===== config.mk =====
export PLATFORM = sky130hd
export DESIGN_NAME = hazard_sb
export DESIGN_NICKNAME = d
export VERILOG_FILES = /design/src/rtl/hazard_pkg.sv /design/src/rtl/sb_cnt.sv /design/src/rtl/hazard_sb.sv
export SDC_FILE = /design/constraint.sdc
export NUM_CORES = 1
export LEC_CHECK = 0
export ABC_CLOCK_PERIOD_IN_PS = 5280
export CAP_MARGIN = 10
export CORE_MARGIN = 5
export CORE_UTILIZATION = 59
export CTS_CLUSTER_SIZE = 24
export DETAILED_ROUTE_END_ITERATION = 10
export GPL_TIMING_DRIVEN = 0
export PLACE_DENSITY = 0.87
export SLEW_MARGIN = 20
export SYNTH_ARGS = -nofsm -noshare
export SYNTH_HDL_FRONTEND = slang
export SYNTH_SLANG_ARGS = --single-unit

===== constraint.sdc =====
create_clock -name clk -period 5.28 [get_ports clk]
set_input_delay 0.528 -clock clk [delete_from_list [all_inputs] [get_ports clk]]
set_output_delay 0.528 -clock clk [all_outputs]
set_load 0.005 [all_outputs]

===== src/rtl/hazard_pkg.sv =====
// Shared definitions for the hazard scoreboard: exception codes, forwarding
// encodings, divider FSM states and the default exception vector.
package hazard_pkg;

   localparam logic [31:0] EXC_ERET       = 32'h0000000E;
   localparam logic [31:0] EXC_VECTOR_DEF = 32'hBFC00380;

   localparam logic [1:0] FWD_RF  = 2'b00;
   localparam logic [1:0] FWD_NET = 2'b01;

   typedef enum logic {
      IDLE = 1'b0,
      BUSY = 1'b1
   } div_state_t;

endpackage


===== src/rtl/sb_cnt.sv =====
// Per-register result-latency countdown: clear beats load, load beats decrement,
// and the count parks at zero.
module sb_cnt #(
   parameter int LAT_W = 3
) (
   input  logic             clk,
   input  logic             resetn,
   input  logic             clr,
   input  logic             load,
   input  logic [LAT_W-1:0] load_val,
   input  logic             dec,
   output logic [LAT_W-1:0] cnt
);

   always_ff @(posedge clk or negedge resetn) begin
      if (!resetn) begin
         cnt <= '0;
      end else if (clr) begin
         cnt <= '0;
      end else if (load) begin
         cnt <= load_val;
      end else if (dec && (cnt != '0)) begin
         cnt <= cnt - 1'b1;
      end
   end

endmodule


===== src/rtl/hazard_sb.sv =====
// Pipeline hazard scoreboard: operand interlock/forwarding, divider busy FSM,
// exception redirect. Define HAZARD_SB_PERF_EN to add the perf counter outputs.
//
// state | meaning
// IDLE  | no divide in flight; div_start without mem_wait launches one
// BUSY  | divide running, busy_cnt counts down to 0, F/D/E held
module hazard_sb import hazard_pkg::*; #(
   parameter int          REG_NUM    = 32,
   parameter int          LAT_W      = 3,
   parameter int          DIV_CYCLES = 32,
   parameter logic [31:0] EXC_VECTOR = EXC_VECTOR_DEF
) (
   input  logic                       clk,
   input  logic                       resetn,
   input  logic                       issue_valid,
   input  logic                       issue_wr,
   input  logic [$clog2(REG_NUM)-1:0] issue_rd,
   input  logic [LAT_W-1:0]           issue_lat,
   input  logic [$clog2(REG_NUM)-1:0] rsD,
   input  logic [$clog2(REG_NUM)-1:0] rtD,
   input  logic                       use_rsD,
   input  logic                       use_rtD,
   input  logic                       brD,
   input  logic                       div_start,
   input  logic                       mem_wait,
   input  logic                       except_valid,
   input  logic [31:0]                except_type,
   input  logic [31:0]                epc,
   output logic                       stallF,
   output logic                       stallD,
   output logic                       stallE,
   output logic                       stallM,
   output logic                       flushF,
   output logic                       flushD,
   output logic                       flushE,
   output logic                       flushM,
   output logic                       flushW,
   output logic [1:0]                 fwda,
   output logic [1:0]                 fwdb,
   output logic                       pc_redirect,
   output logic [31:0]                newpc,
   output logic                       div_done
`ifdef HAZARD_SB_PERF_EN
   ,
   output logic [31:0]                perf_hz_stall,
   output logic [31:0]                perf_mem_stall,
   output logic [31:0]                perf_flush
`endif
);

   localparam int REG_W = $clog2(REG_NUM);
   localparam int DIV_W = (DIV_CYCLES > 1) ? $clog2(DIV_CYCLES) : 1;

   logic [REG_NUM-1:0][LAT_W-1:0] cnt;
   div_state_t                    state;
   logic [DIV_W-1:0]              busy_cnt;
   logic                          busy;
   logic                          hz_a;
   logic                          hz_b;
   logic                          hz_stall_ev;
   logic                          issue_go;

   assign busy = (state == BUSY);

   // Branches compare in D, so they cannot take a value still one cycle out.
   assign hz_a = use_rsD && (rsD != '0) &&
                 (brD ? (cnt[rsD] != '0) : (cnt[rsD] > LAT_W'(1)));
   assign hz_b = use_rtD && (rtD != '0) &&
                 (brD ? (cnt[rtD] != '0) : (cnt[rtD] > LAT_W'(1)));

   assign hz_stall_ev = resetn && !except_valid && !mem_wait && !busy && (hz_a || hz_b);

   always_comb begin
      stallF      = 1'b0;
      stallD      = 1'b0;
      stallE      = 1'b0;
      stallM      = 1'b0;
      flushF      = 1'b0;
      flushD      = 1'b0;
      flushE      = 1'b0;
      flushM      = 1'b0;
      flushW      = 1'b0;
      pc_redirect = 1'b0;
      newpc       = '0;
      if (resetn) begin
         if (except_valid) begin
            flushF      = 1'b1;
            flushD      = 1'b1;
            flushE      = 1'b1;
            flushM      = 1'b1;
            flushW      = 1'b1;
            pc_redirect = 1'b1;
            newpc       = (except_type == EXC_ERET) ? epc : EXC_VECTOR;
         end else if (mem_wait) begin
            stallF = 1'b1;
            stallD = 1'b1;
            stallE = 1'b1;
            stallM = 1'b1;
         end else if (busy) begin
            stallF = 1'b1;
            stallD = 1'b1;
            stallE = 1'b1;
         end else if (hz_a || hz_b) begin
            stallF = 1'b1;
            stallD = 1'b1;
            flushE = 1'b1;
         end
      end
   end

   assign fwda = (resetn && (cnt[rsD] == LAT_W'(1))) ? FWD_NET : FWD_RF;
   assign fwdb = (resetn && (cnt[rtD] == LAT_W'(1))) ? FWD_NET : FWD_RF;

   assign issue_go = issue_valid && issue_wr && (issue_rd != '0) && !stallD && !except_valid;

   assign cnt[0] = '0;

   for (genvar i = 1; i < REG_NUM; i++) begin : g_cnt
      sb_cnt #(.LAT_W(LAT_W)) u_cnt (
         .clk      (clk),
         .resetn   (resetn),
         .clr      (except_valid),
         .load     (issue_go && (issue_rd == REG_W'(i))),
         .load_val (issue_lat),
         .dec      (!stallE),
         .cnt      (cnt[i])
      );
   end

   always_ff @(posedge clk or negedge resetn) begin
      if (!resetn) begin
         state    <= IDLE;
         busy_cnt <= '0;
         div_done <= 1'b0;
      end else if (except_valid) begin
         state    <= IDLE;
         busy_cnt <= '0;
         div_done <= 1'b0;
      end else begin
         div_done <= 1'b0;
         case (state)
            IDLE: begin
               if (div_start && !mem_wait) begin
                  state    <= BUSY;
                  busy_cnt <= DIV_W'(DIV_CYCLES - 1);
               end
            end
            BUSY: begin
               if (busy_cnt == '0) begin
                  state    <= IDLE;
                  div_done <= 1'b1;
               end else begin
                  busy_cnt <= busy_cnt - 1'b1;
               end
            end
            default: state <= IDLE;
         endcase
      end
   end

`ifdef HAZARD_SB_PERF_EN
   always_ff @(posedge clk or negedge resetn) begin
      if (!resetn) begin
         perf_hz_stall  <= '0;
         perf_mem_stall <= '0;
         perf_flush     <= '0;
      end else begin
         if (hz_stall_ev)  perf_hz_stall  <= perf_hz_stall + 32'd1;
         if (mem_wait)     perf_mem_stall <= perf_mem_stall + 32'd1;
         if (except_valid) perf_flush     <= perf_flush + 32'd1;
      end
   end
`endif

endmodule


==> impl_metrics.toml <==
[run_status]
outcome = "completed"

[worst_setup_path]
crit_required_ps = 4750
cp_max_fo = 10
worstSetupPathType = "in -> out"
critPathLaunchType = "input port"
reg2reg_from = "g_cnt[25].u_cnt.cnt[2]"
path_buf_inv = 7
cpPeakStageDelay_ps = 810
endpoint_kind = "output pin"
cp.arrival_ps = 4630
worstSetupStartpoint = "rtD[0]"
critPathSlowestCell = "o311ai_1"
crit_top_cell = "clkdlybuf4s50_1"
cpLargestDelayFamily = "buffers and inverters"
crit_chain = "clkdlybuf4s50_1 > buf_2 > clkbuf_1 > nor3_1 > a31oi_1 > o211ai_1 > o311a_1 > o311ai_1 > o41ai_4 > buf_6 > inv_1 > buf_4 > clkdlybuf4s50_1"

[global_route]
grt_max_degree = 60
antenna_found_initial = 0
overflow = 0
grt_pass1_vias = 7876
grt_pass1_wl_um = 43000
gr-usage-all-layers_pct = 33.9

[clocking]
cts_setup_buffers = 0
clkTransAtPathRegs_ps = 70
cts_buffer_depth = 2
cts-resized-gates = 0
holdBufCountCts = 0
clock_sinks = 100
numCtsBuffers = 9
h-tree-depth = 3
clk_latency_ps = 360
cts_tree = "yes"
root_buffer = "clkbuf_16"

[yosys]
ys.flop_type = "dfrtp_1"
synth_cell_types = 58
synth-xor-area-share_pct = 0.105
synth_edf_count = 0
synth_area_um2 = 8360
syn_inst = 971
synth_seq_cells = 100
yosysWarningCount = 0
synth_top_family_by_area = "simple AND/OR/NAND/NOR gates"
async_flop_share_pct = 100
synth_mux_area_share_pct = 16.0
synthAdderAreaFrac_pct = 9.58
syn_area_per_cell_um2 = 8.61
synth-compound-area-share_pct = 15.2
ys_seq_area_share_pct = 29.9
synthSimpleGateAreaFrac_pct = 19.6

[placed_design]
preCtsSetupSlack_ps = 237
port-buffer-count = 135
place_inst = 1288
gp_congestion = 1.11
dp_hpwl_um = 21700

[detailed_routing]
remaining_drc_errors = 0
top_layer_used = "met4"
vias = 8297
firstDrtPassIters = 5
drt-total-wl_um = 28500
met1Wirelength_um = 10500
ant_nets = 0
routed-wl-met2_um = 13600
wl_met3_um = 3260
post_drt_wl_per_cell_um = 21.8
via_per_inst = 6.36
first_iter_violations = 740

[floorplan]
start_util_pct = 60.2
rows = 43
dieArea_um2 = 16700
top_level_ports = 139
fp.dieW_um = 129
core_um2 = 13900
die_y_um = 129

[job]
maxCapViolCount = 0

[cells_and_area]
final_common_cell = "clkdlybuf4s50_1"
drive_above_1_share_pct = 7.92
diodes = 0
final_cell_mix = "clkdlybuf4s50_1, inv_1, mux2i_1, nor3_1, dfrtp_1"
fin_cells = 1304
nNetsFinal = 1275
syn_to_final_growth_pct = 22.9

[sta]
finalCriticalPeriod_ps = 5160
rsz0062_at_grt = "no"
worstMarginPinSlew_ps = 1240
fin_crit_sh_pct = 97.7
drv_slew = 0
max_freq_ghz = 0.194
setup_viol = 0
hold_viol = 0
fin_skew_ps = 8.69
worst_slack_ps = 121
max-slew-margin-rel_pct = 17.0
tns_ps = 0

[pwr]
power-per-cell-area_nw_per_um2 = 467
irDropWorstVdd_mv = 0.317
p_leak_nw = 4.82
totalPowerFinal_mw = 4.80

[worst_hold_path]
hold_path.class = "in -> async"
## stage by stage
step | cell area, um^2 | util (%) | hold slack (ps)
2_1_floorplan | 8360 | - | 232
3_3_place_gp | 9940 | 71.6 | 518
3_5_place_dp | 9970 | 71.8 | 492
4_1_cts | 10300 | 74.0 | 115
5_1_grt | 10300 | 74.0 | 130
6_report | 10300 | 74.0 | 99.3
## layer usage
metal | track usage [%] | up-vias
li1 | - | 3743
met1 | 42.5 | 3924
met2 | 57.1 | 536
met3 | 6.72 | 94
met4 | 14.8 | 0
met5 | 0 | -
## path summary, 6_finish.rpt
kind,endpoint,slack (ps),depth (start not counted)
max,stallF,120,13
min,g_cnt[15].u_cnt.cnt[0],100,1
max reg2reg,g_cnt[19].u_cnt.cnt[2],1990,9
min reg2reg,busy_cnt[0],530,1
max in group asynchronous,g_cnt[6].u_cnt.cnt[0],4530,2
min in group clk,busy_cnt[0],530,1
## flip-flops by register name, indices dropped and copies added, names as in the netlist
signal           count
div_done             1
busy                 1
g_cnt.u_cnt.cnt     93
busy_cnt             5
## worst register-to-register path, stage by stage (launching register included)
cell	delay (ps)
dfrtp_1	430
or4b_1	530
o311ai_0	150
o22ai_1	190
o311ai_1	330
o311ai_1	330
o41ai_4	560
buf_6	270
nand3_2	150
mux2i_1	190
## logic make-up after synthesis
family | after synthesis
adders and majority gates | 64
and+or+nand+nor | 282
xor gates and xnor gates | 1
AOI/OAI and AO/OA | 210
buffers and inverters | 194
muxes | 119
other | 1
DFF | 100
## where the power goes
group	total, mW	leakage, nW	switching [mW]	internal [mW]
Combinational	2.55	3.37	1.39	1.16
Sequential	1.55	1.31	0.432	1.12
Clock	0.692	0.142	0.311	0.382
Total	4.80	4.82	2.14	2.66
## cells in the mapped netlist, drive strengths merged, types with 2 or more instances
cell     number  area (um^2)
a21o          3         22.5
a311oi        3         26.3
nor4         11         68.8
inv         133          499
mux2i       103         1030
a31oi         4         25.0
o22ai         4         25.0
mux2          5         56.3
o311a         2         20.0
and3          2         12.5
nor3        100          500
or4           3         22.5
a211oi        5         37.5
nand2        12         45.0
a22o          3         26.3
a22oi         3         22.5
nor3b         5         37.5
o211ai        5         37.5
dfrtp       100         2500
nand3        36          325
or3           9         56.3
a221oi        3         26.3
o2111ai       2         17.5
a2111oi       2         17.5
ha           64          801
o211a         2         20.0
nor2         40          150
nor2b        15         93.8
o21a         14          105
and2         25          156
o41ai         3         45.1
or3b          4         35.0
nand2b       13         81.3
clkbuf       38          143
o21ai        43          215
mux4         11          248
a21oi        99          495
o311ai        6         52.6
buf          23          150
or4b          2         20.0
## layout make-up
type / instances / area (um^2)
Tap cell: 180 / 225
Multi-Input combinational cell: 678 / 5070
Clock buffer: 11 / 243
Inverter: 133 / 499
Fill cell: 1054 / 3610
Clock inverter: 5 / 58.8
Sequential cell: 100 / 2500
Timing Repair Buffer: 136 / 1380
Buffer: 61 / 293
No activity file was read; power rests on OpenSTA's default activity.
